**src/rtl/fft_output_serializer.sv**
```systemverilog
// fft_output_serializer
//   Captures one 32-word FFT stage output frame and streams it out as one word
//   per beat. Words leave in 5-bit bit-reversed or natural index order. The
//   handshake is valid/ready. The next frame may load on the same edge that
//   transfers the last beat, so back-to-back frames have no bubble.
//
// Ports
//   CLK            rising-edge clock
//   RST            asynchronous active-low reset
//   i_c0..i_c31    parallel input words, captured on an accepted load
//   i_load         request to capture i_c0..i_c31
//   i_ready        downstream accepts the current beat
//   o_data         current serial word (buffer[o_index])
//   o_index        buffer index of the word on o_data
//   o_valid        o_data/o_index/o_last are valid
//   o_last         high on the 32nd beat of a frame
//   o_busy         high while a frame is being emitted
//   o_drop         one-cycle pulse after an i_load that was ignored
module fft_output_serializer #(
    parameter int unsigned p_dataBits   = 28,
    parameter int unsigned p_bitReverse = 1
) (
    input  logic                  CLK,
    input  logic                  RST,
    input  logic [p_dataBits-1:0] i_c0,
    input  logic [p_dataBits-1:0] i_c1,
    input  logic [p_dataBits-1:0] i_c2,
    input  logic [p_dataBits-1:0] i_c3,
    input  logic [p_dataBits-1:0] i_c4,
    input  logic [p_dataBits-1:0] i_c5,
    input  logic [p_dataBits-1:0] i_c6,
    input  logic [p_dataBits-1:0] i_c7,
    input  logic [p_dataBits-1:0] i_c8,
    input  logic [p_dataBits-1:0] i_c9,
    input  logic [p_dataBits-1:0] i_c10,
    input  logic [p_dataBits-1:0] i_c11,
    input  logic [p_dataBits-1:0] i_c12,
    input  logic [p_dataBits-1:0] i_c13,
    input  logic [p_dataBits-1:0] i_c14,
    input  logic [p_dataBits-1:0] i_c15,
    input  logic [p_dataBits-1:0] i_c16,
    input  logic [p_dataBits-1:0] i_c17,
    input  logic [p_dataBits-1:0] i_c18,
    input  logic [p_dataBits-1:0] i_c19,
    input  logic [p_dataBits-1:0] i_c20,
    input  logic [p_dataBits-1:0] i_c21,
    input  logic [p_dataBits-1:0] i_c22,
    input  logic [p_dataBits-1:0] i_c23,
    input  logic [p_dataBits-1:0] i_c24,
    input  logic [p_dataBits-1:0] i_c25,
    input  logic [p_dataBits-1:0] i_c26,
    input  logic [p_dataBits-1:0] i_c27,
    input  logic [p_dataBits-1:0] i_c28,
    input  logic [p_dataBits-1:0] i_c29,
    input  logic [p_dataBits-1:0] i_c30,
    input  logic [p_dataBits-1:0] i_c31,
    input  logic                  i_load,
    input  logic                  i_ready,
    output logic [p_dataBits-1:0] o_data,
    output logic [4:0]            o_index,
    output logic                  o_valid,
    output logic                  o_last,
    output logic                  o_busy,
    output logic                  o_drop
);

    typedef enum logic {ST_IDLE, ST_SEND} state_t;

    state_t                state_q, state_d;
    logic [4:0]            cnt_q, cnt_d;
    logic                  drop_q, drop_d;
    logic [p_dataBits-1:0] buf_q [32];
    logic [p_dataBits-1:0] buf_d [32];
    logic [p_dataBits-1:0] in_words [32];

    logic       send;
    logic       last;
    logic       xfer;
    logic       accept;
    logic [4:0] rd_idx;

    always_comb begin
        in_words[0]  = i_c0;   in_words[1]  = i_c1;   in_words[2]  = i_c2;   in_words[3]  = i_c3;
        in_words[4]  = i_c4;   in_words[5]  = i_c5;   in_words[6]  = i_c6;   in_words[7]  = i_c7;
        in_words[8]  = i_c8;   in_words[9]  = i_c9;   in_words[10] = i_c10;  in_words[11] = i_c11;
        in_words[12] = i_c12;  in_words[13] = i_c13;  in_words[14] = i_c14;  in_words[15] = i_c15;
        in_words[16] = i_c16;  in_words[17] = i_c17;  in_words[18] = i_c18;  in_words[19] = i_c19;
        in_words[20] = i_c20;  in_words[21] = i_c21;  in_words[22] = i_c22;  in_words[23] = i_c23;
        in_words[24] = i_c24;  in_words[25] = i_c25;  in_words[26] = i_c26;  in_words[27] = i_c27;
        in_words[28] = i_c28;  in_words[29] = i_c29;  in_words[30] = i_c30;  in_words[31] = i_c31;
    end

    // Outputs depend only on registered state, so the asynchronous reset
    // drops o_valid at once and the word holds steady under backpressure.
    always_comb begin
        send    = (state_q == ST_SEND);
        last    = send && (cnt_q == 5'd31);
        rd_idx  = (p_bitReverse != 0) ? {cnt_q[0], cnt_q[1], cnt_q[2], cnt_q[3], cnt_q[4]}
                                      : cnt_q;
        o_valid = send;
        o_busy  = send;
        o_last  = last;
        o_index = rd_idx;
        o_data  = buf_q[rd_idx];
        o_drop  = drop_q;
    end

    always_comb begin
        state_d = state_q;
        cnt_d   = cnt_q;
        buf_d   = buf_q;
        xfer    = send && i_ready;
        accept  = i_load && (!send || (xfer && last));
        drop_d  = i_load && !accept;

        if (accept) begin
            buf_d   = in_words;
            cnt_d   = '0;
            state_d = ST_SEND;
        end else if (xfer) begin
            if (last) begin
                cnt_d   = '0;
                state_d = ST_IDLE;
            end else begin
                cnt_d = cnt_q + 5'd1;
            end
        end
    end

    always_ff @(posedge CLK or negedge RST) begin
        if (!RST) begin
            state_q <= ST_IDLE;
            cnt_q   <= '0;
            drop_q  <= 1'b0;
            for (int unsigned i = 0; i < 32; i++) begin
                buf_q[i] <= '0;
            end
        end else begin
            state_q <= state_d;
            cnt_q   <= cnt_d;
            drop_q  <= drop_d;
            buf_q   <= buf_d;
        end
    end

endmodule

```
**config.mk**
```make
export PLATFORM = sky130hd
export DESIGN_NAME = fft_output_serializer
export DESIGN_NICKNAME = d
export VERILOG_FILES = /design/src/rtl/fft_output_serializer.sv
export SDC_FILE = /design/constraint.sdc
export NUM_CORES = 1
export LEC_CHECK = 0
export CORE_AREA = 2 2 362 364
export DETAILED_ROUTE_END_ITERATION = 7
export DIE_AREA = 0 0 364 366
export MAX_ROUTING_LAYER = met4
export PLACE_DENSITY = 0.54
export SLEW_MARGIN = 10
export SYNTH_ARGS = -nofsm -noshare
export SYNTH_HDL_FRONTEND = slang
export SYNTH_SLANG_ARGS = --single-unit
```
**constraint.sdc**
```tcl
create_clock -name CLK -period 2.65 [get_ports CLK]
set_input_delay 0.53 -clock CLK [delete_from_list [all_inputs] [get_ports CLK]]
set_output_delay 0.53 -clock CLK [all_outputs]
set_load 0.005 [all_outputs]
```
## After elaboration in Yosys (flattened, before gate mapping)

Index checks and enable logic that the tools add are counted.
W data, S select, Z words.

- Register bits after elaboration: 903

- Add/sub/neg operators: 1
- Eq/ne operators: 1
- Reductions and logical operators: 11
- Multiplexer cells: 9
- Bitwise operators: 1
- Order comparisons: 1

Operators by type and width:

| cell | count |
|---|---|
| $bmux W28 S5 | 1 |
| $mux W28 | 2 |
| $mux W5 | 3 |
| $ge A6 B6 Y1 const B | 1 |
| $not A5 Y6 | 1 |
| $add A5 B1 Y5 const B | 1 |
| $eq A5 B5 Y1 const B | 1 |
| $logic_and A1 B1 Y1 | 5 |
| $reduce_bool A2 Y1 | 2 |
| $mux W1 | 3 |
| $logic_not A1 Y1 | 2 |
| $reduce_and A2 Y1 | 1 |
| $logic_or A1 B1 Y1 | 1 |

## Logic depth before layout (Yosys ltp)

Gate-level depths: netlist of the first run.

- Depth in word-level cells: 7
- Gate-level depth with buffers: 12

## Least setup slack after synthesis of the first run

Ideal clock, no wire load.

- Path kind: reg-to-reg
- Start point: register cnt_q[3]
- End point: register buf_q[830] in the netlist's numbering
- Data required time: 2.522 ns
- Period minus slack after synthesis: 2.754 ns
- Path buffers: 7
- Setup slack: -0.104 ns
- Data arrival time: 2.627 ns
- Cell stages (with the launch flop): 13
- Cells stage by stage: dfrtp_1 buf_2 buf_2 buf_1 and3_1 ha_1 a21boi_1 nand2b_1 buf_2 buf_2 buf_2 buf_4 mux2_1

- Longest elaborated chain between the ends: 5

RTL lines:

| what | line | text |
|---|---|---|
| start: declaration | 70 | `logic [4:0] cnt_q, cnt_d;` |
| start signal: assignment | 140 | `cnt_q <= cnt_d;` |
| $eq A5 B5 Y1 | 97 | `last = send && (cnt_q == 5'd31);` |
| $logic_and A1 B1 Y1 | 97 |  |
| $logic_and A1 B1 Y1 | 113 | `accept = i_load && (!send \|\| (xfer && last));` |
| $logic_or A1 B1 Y1 | 113 |  |
| $logic_and A1 B1 Y1 | 113 |  |
| end signal: assignment | 142 | `buf_q <= buf_d;` |
| end: declaration | 72 | `logic [p_dataBits-1:0] buf_q [32];` |

No other way between the ends.
A chain may end at the register's enable or synchronous reset.

## Final worst setup path of the first run

- Start point: register cnt_q[4]
- End point: output port o_data[9]

- Longest elaborated chain between the ends: 4

RTL lines:

| what | line | text |
|---|---|---|
| $not A5 Y6 (implied by the code) | 104 | `o_data = buf_q[rd_idx];` |
| $bmux W28 S5 | 104 |  |
| $mux W28 (implied by the code) (2 in series) | 104 |  |
| end: declaration | 59 | `output logic [p_dataBits-1:0] o_data,` |

No other way between the ends. The select of a mux whose other input is x is not followed.

==> results of run 1 <==
## synthesized netlist by cell type (all sizes together)
master,instances,area (um2)
a2111oi,27,374
a21boi,1,7.51
a21oi,55,279
a22o,32,280
a22oi,29,218
a31oi,3,18.8
and2,2,12.5
and3,1,6.26
buf,147,1020
clkbuf,43,165
dfrtp,903,22600
ha,2,25.0
inv,2,7.51
mux2,898,10100
mux2i,113,1130
mux4,167,3860
nand2,6,22.5
nand2b,1,6.26
nand3,4,20.0
nand3b,1,7.51
nor2,3,11.3
nor2b,3,18.8
o211ai,1,7.51
o21ai,5,25.0
o221ai,28,245
o22ai,27,169
o2bb2ai,1,8.76
o311a,1,10.0
or2,1,6.26
## critical path, delay by kind of cell (launching register included)
kind	cells	cell delay [ns]
flip-flops	1	0.52
AO/OA/AOI/OAI	3	0.60
buffers and inverters	6	0.89
multiplexers	1	0.42
## area by class of cell
type / count / area, um2
Antenna cell: 25 / 62.6
Inverter: 2 / 7.51
Timing Repair Buffer: 1431 / 15400
Clock inverter: 28 / 330
Tap cell: 1742 / 2180
Fill cell: 11300 / 67500
Sequential cell: 903 / 22600
Multi-Input combinational cell: 1412 / 17800
Clock buffer: 156 / 3070
## state kept, by name, indices dropped and copies added (netlist names)
name    cells
buf_q     896
cnt_q       5
o_busy      1
o_drop      1
## how the worst max path moves through the flow
stage,startpoint,to,slack [ns]
2_1_floorplan,cnt_q[3],buf_q[415],-0.02
3_3_place_gp,cnt_q[4],o_data[24],-0.82
3_5_place_dp,cnt_q[4],o_data[24],-0.81
4_1_cts,cnt_q[4],o_data[11],-1.12
5_1_grt,cnt_q[4],o_data[9],-1.14
6_report,cnt_q[4],o_data[9],-1.03
## placed cells by master (no fill, tap or decap), types with 6 or more instances in the layout
cell type / n
clkdlybuf4s50_1: 904
o22ai_1: 22
mux2_1: 435
bufbuf_16: 6
o221ai_1: 25
a22o_4: 15
dfrtp_1: 899
nand2_1: 6
buf_6: 47
buf_4: 291
buf_8: 11
a22oi_1: 18
mux4_1: 8
mux4_2: 159
mux2i_2: 8
diode_2: 25
buf_16: 23
mux2i_1: 102
a2111oi_4: 24
a22o_1: 17
buf_12: 99
a22oi_2: 11
a21oi_2: 20
clkbuf_16: 127
mux2_2: 457
a21oi_1: 20
buf_2: 26
mux2_4: 6
a21oi_4: 15
clkbuf_1: 27
clkbuf_8: 23
clkinv_2: 15
## cell families (layout without fill, tap and decap cells)
group	Yosys count	in the layout
mux	1178	1178
flops	903	903
compound gates	210	210
buf+inv	192	1617
simple gates	22	22
fa+ha+maj	2	2
other cells	0	25
## where the power goes
part           switching (W)  internal [W]  total, W
Sequential           0.00105        0.0154    0.0165
Combinational        0.00909       0.00975    0.0188
Clock                0.00607       0.00846    0.0145
## routing by layer
layer	up-vias	global-route usage, %
li1	12300	-
met1	15000	32.4
met2	923	40.2
met3	185	4.28
met4	0	5.77
met5	-	-
## timing repair
| action | CTS | global route |
|---|---|---|
| gates cloned | 16 | 21 |
| endpoints found under the setup margin | 747 | 927 |
| pin swaps | 61 | 32 |
| hold buffers | 1 | 0 |
| endpoints found under the hold margin | 27 | 0 |
| setup buffers | 64 | 37 |
| gates resized for setup | 327 | 86 |
## per-stage QoR
step / total power, W / hold slack, ns / utilization, %
CTS: 0.0498 / 0.333 / 46.8
global placement: 0.0329 / 0.466 / 42.6
detailed placement: 0.0330 / 0.473 / 42.6
floorplan: 0.0233 / 0.234 / -
global route: 0.0518 / 0.364 / 47.7
finish: 0.0499 / 0.385 / 47.7
==> flow_summary_export.csv, run 1 <==
group,metric,value,unit
place,io_buffers,936,
place,dp_hpwl,126000,um
setup_path,arrival,3.15,ns
floorplan,num_rows,132,
cts,path_clk_slew,0.06,ns
setup_path,cp-end-kind,"primary output",
final_layout,fin_area,61500,um2
sta,fmax,272,MHz
setup_path,slowest_delay,0.52,ns
synth,synth-compound-area-share,4.04,%
setup_path,crit_path_max_fanout,7,
final_layout,syn_to_final_growth,51.1,%
cts,tritoncts,"built",
outcome,violations,"setup timing",
final_layout,layout.nets,4756,
routing,routedWlPerCell,29.0,um
synth,ys_types,40,
outcome,status,"complete, but fails checks",
final_layout,fin_cells,5699,
sta,finClkSkew,0.0283,ns
routing,top_layer,"met4",
routing,met1_length,72600,um
synth,ys_warn_count,0,
sta,fin_crit,3.68,ns
synth,muxShareOfSynthArea,37.1,%
setup_path,critPathRequiredTime,2.12,ns
setup_path,r2r-start,"cnt_q[4]",
global_route,antenna_found_initial,35,
cts,cts_max_path_buffers,3,
setup_path,crit_chain,"buf_12 > buf_12 > buf_16 > buf_6 > mux4_2 > a22o_4 > a2111oi_4 > buf_6 > a21oi_4 > buf_2",
place,dp_worst_setup_slack,-0.806,ns
place,dpl.cell_count,5355,
setup_path,crit_path_start_kind,"flip-flop",
synth,synth.avg_cell_area,16.2,um2
synth,synth_xor_area_share,0,%
cts,root_buffer,"clkbuf_16",
synth,ys_seq_area_share,55.6,%
setup_path,slowest_stage,"dfrtp_4",
routing,via_per_inst,4.98,
sta,relSlewSlack,61.9,%
sta,finalMaxSlewViolations,0,
setup_path,r2r-end,"buf_q[331]",
global_route,grt_max_degree,76,
floorplan,core,129000,um2
routing,drt.antenna.violating_nets,0,
setup_path,crit_type,"flip-flop to primary output",
sta,rsz0062_at_grt,"true",
cts,cts-buffers-inserted,104,
sta,fin_ws,-1.03,ns
routing,drc,0,
cts,cts_sinks,903,
synth,synth_top_family_by_area,"multiplexers",
routing,wl_met3,8410,um
routing,initialDrtViolationCount,1974,
synth,ys_ff_latch,903,
cts,htreeDepth,3,
floorplan,io_pins,937,
floorplan,die_y,366,um
cts,insertion_delay,0.71,ns
routing,dr.pass1.iters,5,
sta,worstMarginPinSlew,0.571,ns
flow_run,max_cap_viol_count,0,
synth,synthAdderAreaFrac,0.0615,%
global_route,grt_usage,24.8,%
floorplan,start_util,31.5,%
routing,wl_met2,80600,um
place,placed_cell_area,54900,um2
routing,vias,28400,
sta,hold_viol,0,
pwr,power.density,811,nW/um2
global_route,grt_pass1_vias,30400,
sta,finalSetupViolations,592,
final_layout,layout-drive-gt1-share,36.2,%
synth,synth_cells,2507,
synth,synth_nets,3409,
floorplan,die_w,364,um
synth,yosys.area_share.simple,0.274,%
pwr,static-leakage-power,26.4,nW
global_route,grt_overflow,0,
synth,syn_area,40700,um2
hold_path,hp-class,"input pin to asynchronous set/reset pin",
place,gp_congestion,0.872,
setup_path,r2r_setup_slack,-0.12,ns
routing,wirelength,165000,um
floorplan,die_area,133000,um2
sta,period_share,139,%
sta,setup_tns,-51.62,ns
global_route,grt_pass1_wl,227000,um
pwr,ir_drop,458,uV
setup_path,r2r_cells,12,
No activity file was read; power rests on OpenSTA's default activity.
==> run 2, diff against run 1 <==
--- a/config.mk
+++ b/config.mk
@@ -5,11 +5,12 @@
 export SDC_FILE = /design/constraint.sdc
 export NUM_CORES = 1
 export LEC_CHECK = 0
+export CAP_MARGIN = 20
 export CORE_AREA = 2 2 362 364
 export DETAILED_ROUTE_END_ITERATION = 7
 export DIE_AREA = 0 0 364 366
 export MAX_ROUTING_LAYER = met4
-export PLACE_DENSITY = 0.54
+export PLACE_DENSITY = 0.57
 export SLEW_MARGIN = 10
 export SYNTH_ARGS = -nofsm -noshare
 export SYNTH_HDL_FRONTEND = slang
==> run 2 against run 1 <==
Net effect:
- the run still ends with setup timing left
- worst hold slack worse by 0.015 ns
- global-route usage rose by 0.52 points
- cell count increased by 1.8%
- design area rose by 7.6%
- critical path depth down 1
- sequential power about the same
- via count is 4.5% higher
- first-iteration DRC count up 7.9%
- largest cell class unchanged
- highest routed layer unchanged
==> flow_summary_export.csv, run 2 (synthesis results as in run 1) <==
group,metric,value,unit
final_layout,syn_to_final_growth,62.6,%
setup_path,cp-end-kind,"primary output",
pwr,switchingPower,0.0168,W
global_route,antenna_found_initial,43,
sta,setup_tns,-185.32,ns
pwr,power.share.clock,28.8,%
global_route,grt_usage,25.3,%
routing,drt.antenna.violating_nets,0,
final_layout,fin_util,51.3,%
sta,fin_ws,-1.02,ns
final_layout,largest_reg_flops,896,
place,gp_congestion,0.869,
floorplan,io_pins,937,
sta,fin_crit,3.67,ns
global_route,grt_pass1_wl,231000,um
pwr,power.density,786,nW/um2
outcome,violations,"setup timing",
pwr,seq_power_share,31.9,%
setup_path,r2r-start,"cnt_q[4]",
cts,cts-buffers-inserted,102,
setup_path,critPathRequiredTime,2.12,ns
routing,vias,29600,
sta,hold_viol,0,
final_layout,layout-drive-gt1-share,46.5,%
global_route,grt_overflow,0,
floorplan,num_rows,132,
sta,period_share,139,%
place,dp_hpwl,127000,um
cts,htreeDepth,3,
setup_path,crit_type,"flip-flop to primary output",
pwr,combPwrFrac,39.3,%
cts,root_buffer,"clkbuf_16",
floorplan,die_y,366,um
cts,path_clk_slew,0.06,ns
routing,wirelength,176000,um
sta,rsz0062_at_grt,"true",
global_route,grt_max_degree,99,
pwr,static-leakage-power,30.2,nW
place,io_buffers,936,
sta,finalSetupViolations,922,
sta,finClkSkew,0.0402,ns
pwr,swShare,32.3,%
setup_path,arrival,3.14,ns
routing,dr.pass1.iters,5,
final_layout,layout.nets,4843,
routing,via_per_inst,5.11,
pwr,p_int,0.0352,W
cts,tritoncts,"built",
routing,routedWlPerCell,30.3,um
setup_path,crit_path_max_fanout,5,
outcome,status,"complete, but fails checks",
floorplan,die_area,133000,um2
sta,worstMarginPinSlew,0.667,ns
final_layout,final_common_cell,"clkdlybuf4s50_1",
sta,finalMaxSlewViolations,0,
hold_path,hp-class,"input pin to asynchronous set/reset pin",
setup_path,cp-startpoint,"cnt_q[4]",
flow_run,max_cap_viol_count,0,
setup_path,crit_path_start_kind,"flip-flop",
floorplan,die_w,364,um
floorplan,start_util,31.5,%
routing,initialDrtViolationCount,2129,
cts,insertion_delay,0.73,ns
final_layout,regMostFlops,"buf_q",
global_route,grt_pass1_vias,30600,
sta,relSlewSlack,55.5,%
pwr,ir_drop,506,uV
cts,cts_sinks,903,
routing,drc,0,
sta,fmax,272,MHz
floorplan,core,129000,um2
cts,cts_max_path_buffers,3,
final_layout,final_cell_mix,"904 x clkdlybuf4s50_1, 899 x dfrtp_1, 557 x mux2_4, 252 x buf_4, 207 x mux2_2",
final_layout,largestRegisters,"buf_q (896), cnt_q (5)",
-- run 2: timing repair --
action                     4_1_cts  5_1_grt
gates resized for setup        519      700
pin swaps                       69       46
hold endpoints to repair        11        0
setup endpoints to repair      913      922
setup buffers                  106       85
cloned                          32       65
hold buffers                     1        0
-- run 2: metal layers --
layer | global-route usage [%] | part of all wire (%) | vias up
li1 | - | - | 12500
met1 | 32.6 | 42 | 15700
met2 | 40.5 | 49 | 1153
met3 | 4.01 | 5.6 | 258
met4 | 8.45 | 3.4 | 0
met5 | - | 0 | -
-- run 2: layout make-up --
type,count,area (um2)
Multi-Input combinational cell,1412,20200
Tap cell,1742,2180
Timing Repair Buffer,1520,17500
Clock inverter,37,459
Fill cell,10800,62900
Sequential cell,903,22600
Inverter,2,7.51
Antenna cell,37,92.6
Clock buffer,150,3060
-- run 2: worst max-delay path: stages, from the launching register on --
cell       delay, ns
dfrtp_4         0.51
buf_12          0.16
buf_6           0.12
buf_6           0.12
mux4_2          0.42
a22o_4          0.27
a2111oi_4       0.38
buf_4           0.22
a21oi_4         0.04
buf_2           0.13
-- run 2: final timing paths --
path / end / slack, ns / depth (start not counted)
max in group asynchronous: buf_q[481] / 1.27 / 3
max: o_data[11] / -1.02 / 9
max reg2reg: buf_q[549] / -0.28 / 15
min in group CLK: buf_q[421] / 0.39 / 2
min reg2reg: buf_q[575] / 0.49 / 1
min: buf_q[728] / 0.37 / 2
-- run 2: per-stage QoR --
step	total power, W	instances	hold WS [ns]	area (um2)	worst slack, ns
floorplan	0.0233	2507	0.234	40700	-0.0194
detailed placement	0.0331	5317	0.473	54400	-1.14
global route	0.0538	5802	0.352	66100	-1.12
finish	0.0520	5803	0.370	66100	-1.02
CTS	0.0508	5640	0.323	61500	-1.15
global placement	0.0330	5317	0.466	54400	-1.14
-- run 2: power by group through the flow --
stage	sequential, W	combinational, W	clock, W
2_1_floorplan	0.0162	0.00716	0
3_3_place_gp	0.0168	0.0163	0
3_5_place_dp	0.0168	0.0163	0
4_1_cts	0.0165	0.0192	0.0152
5_1_grt	0.0167	0.0213	0.0158
6_report	0.0166	0.0205	0.0150
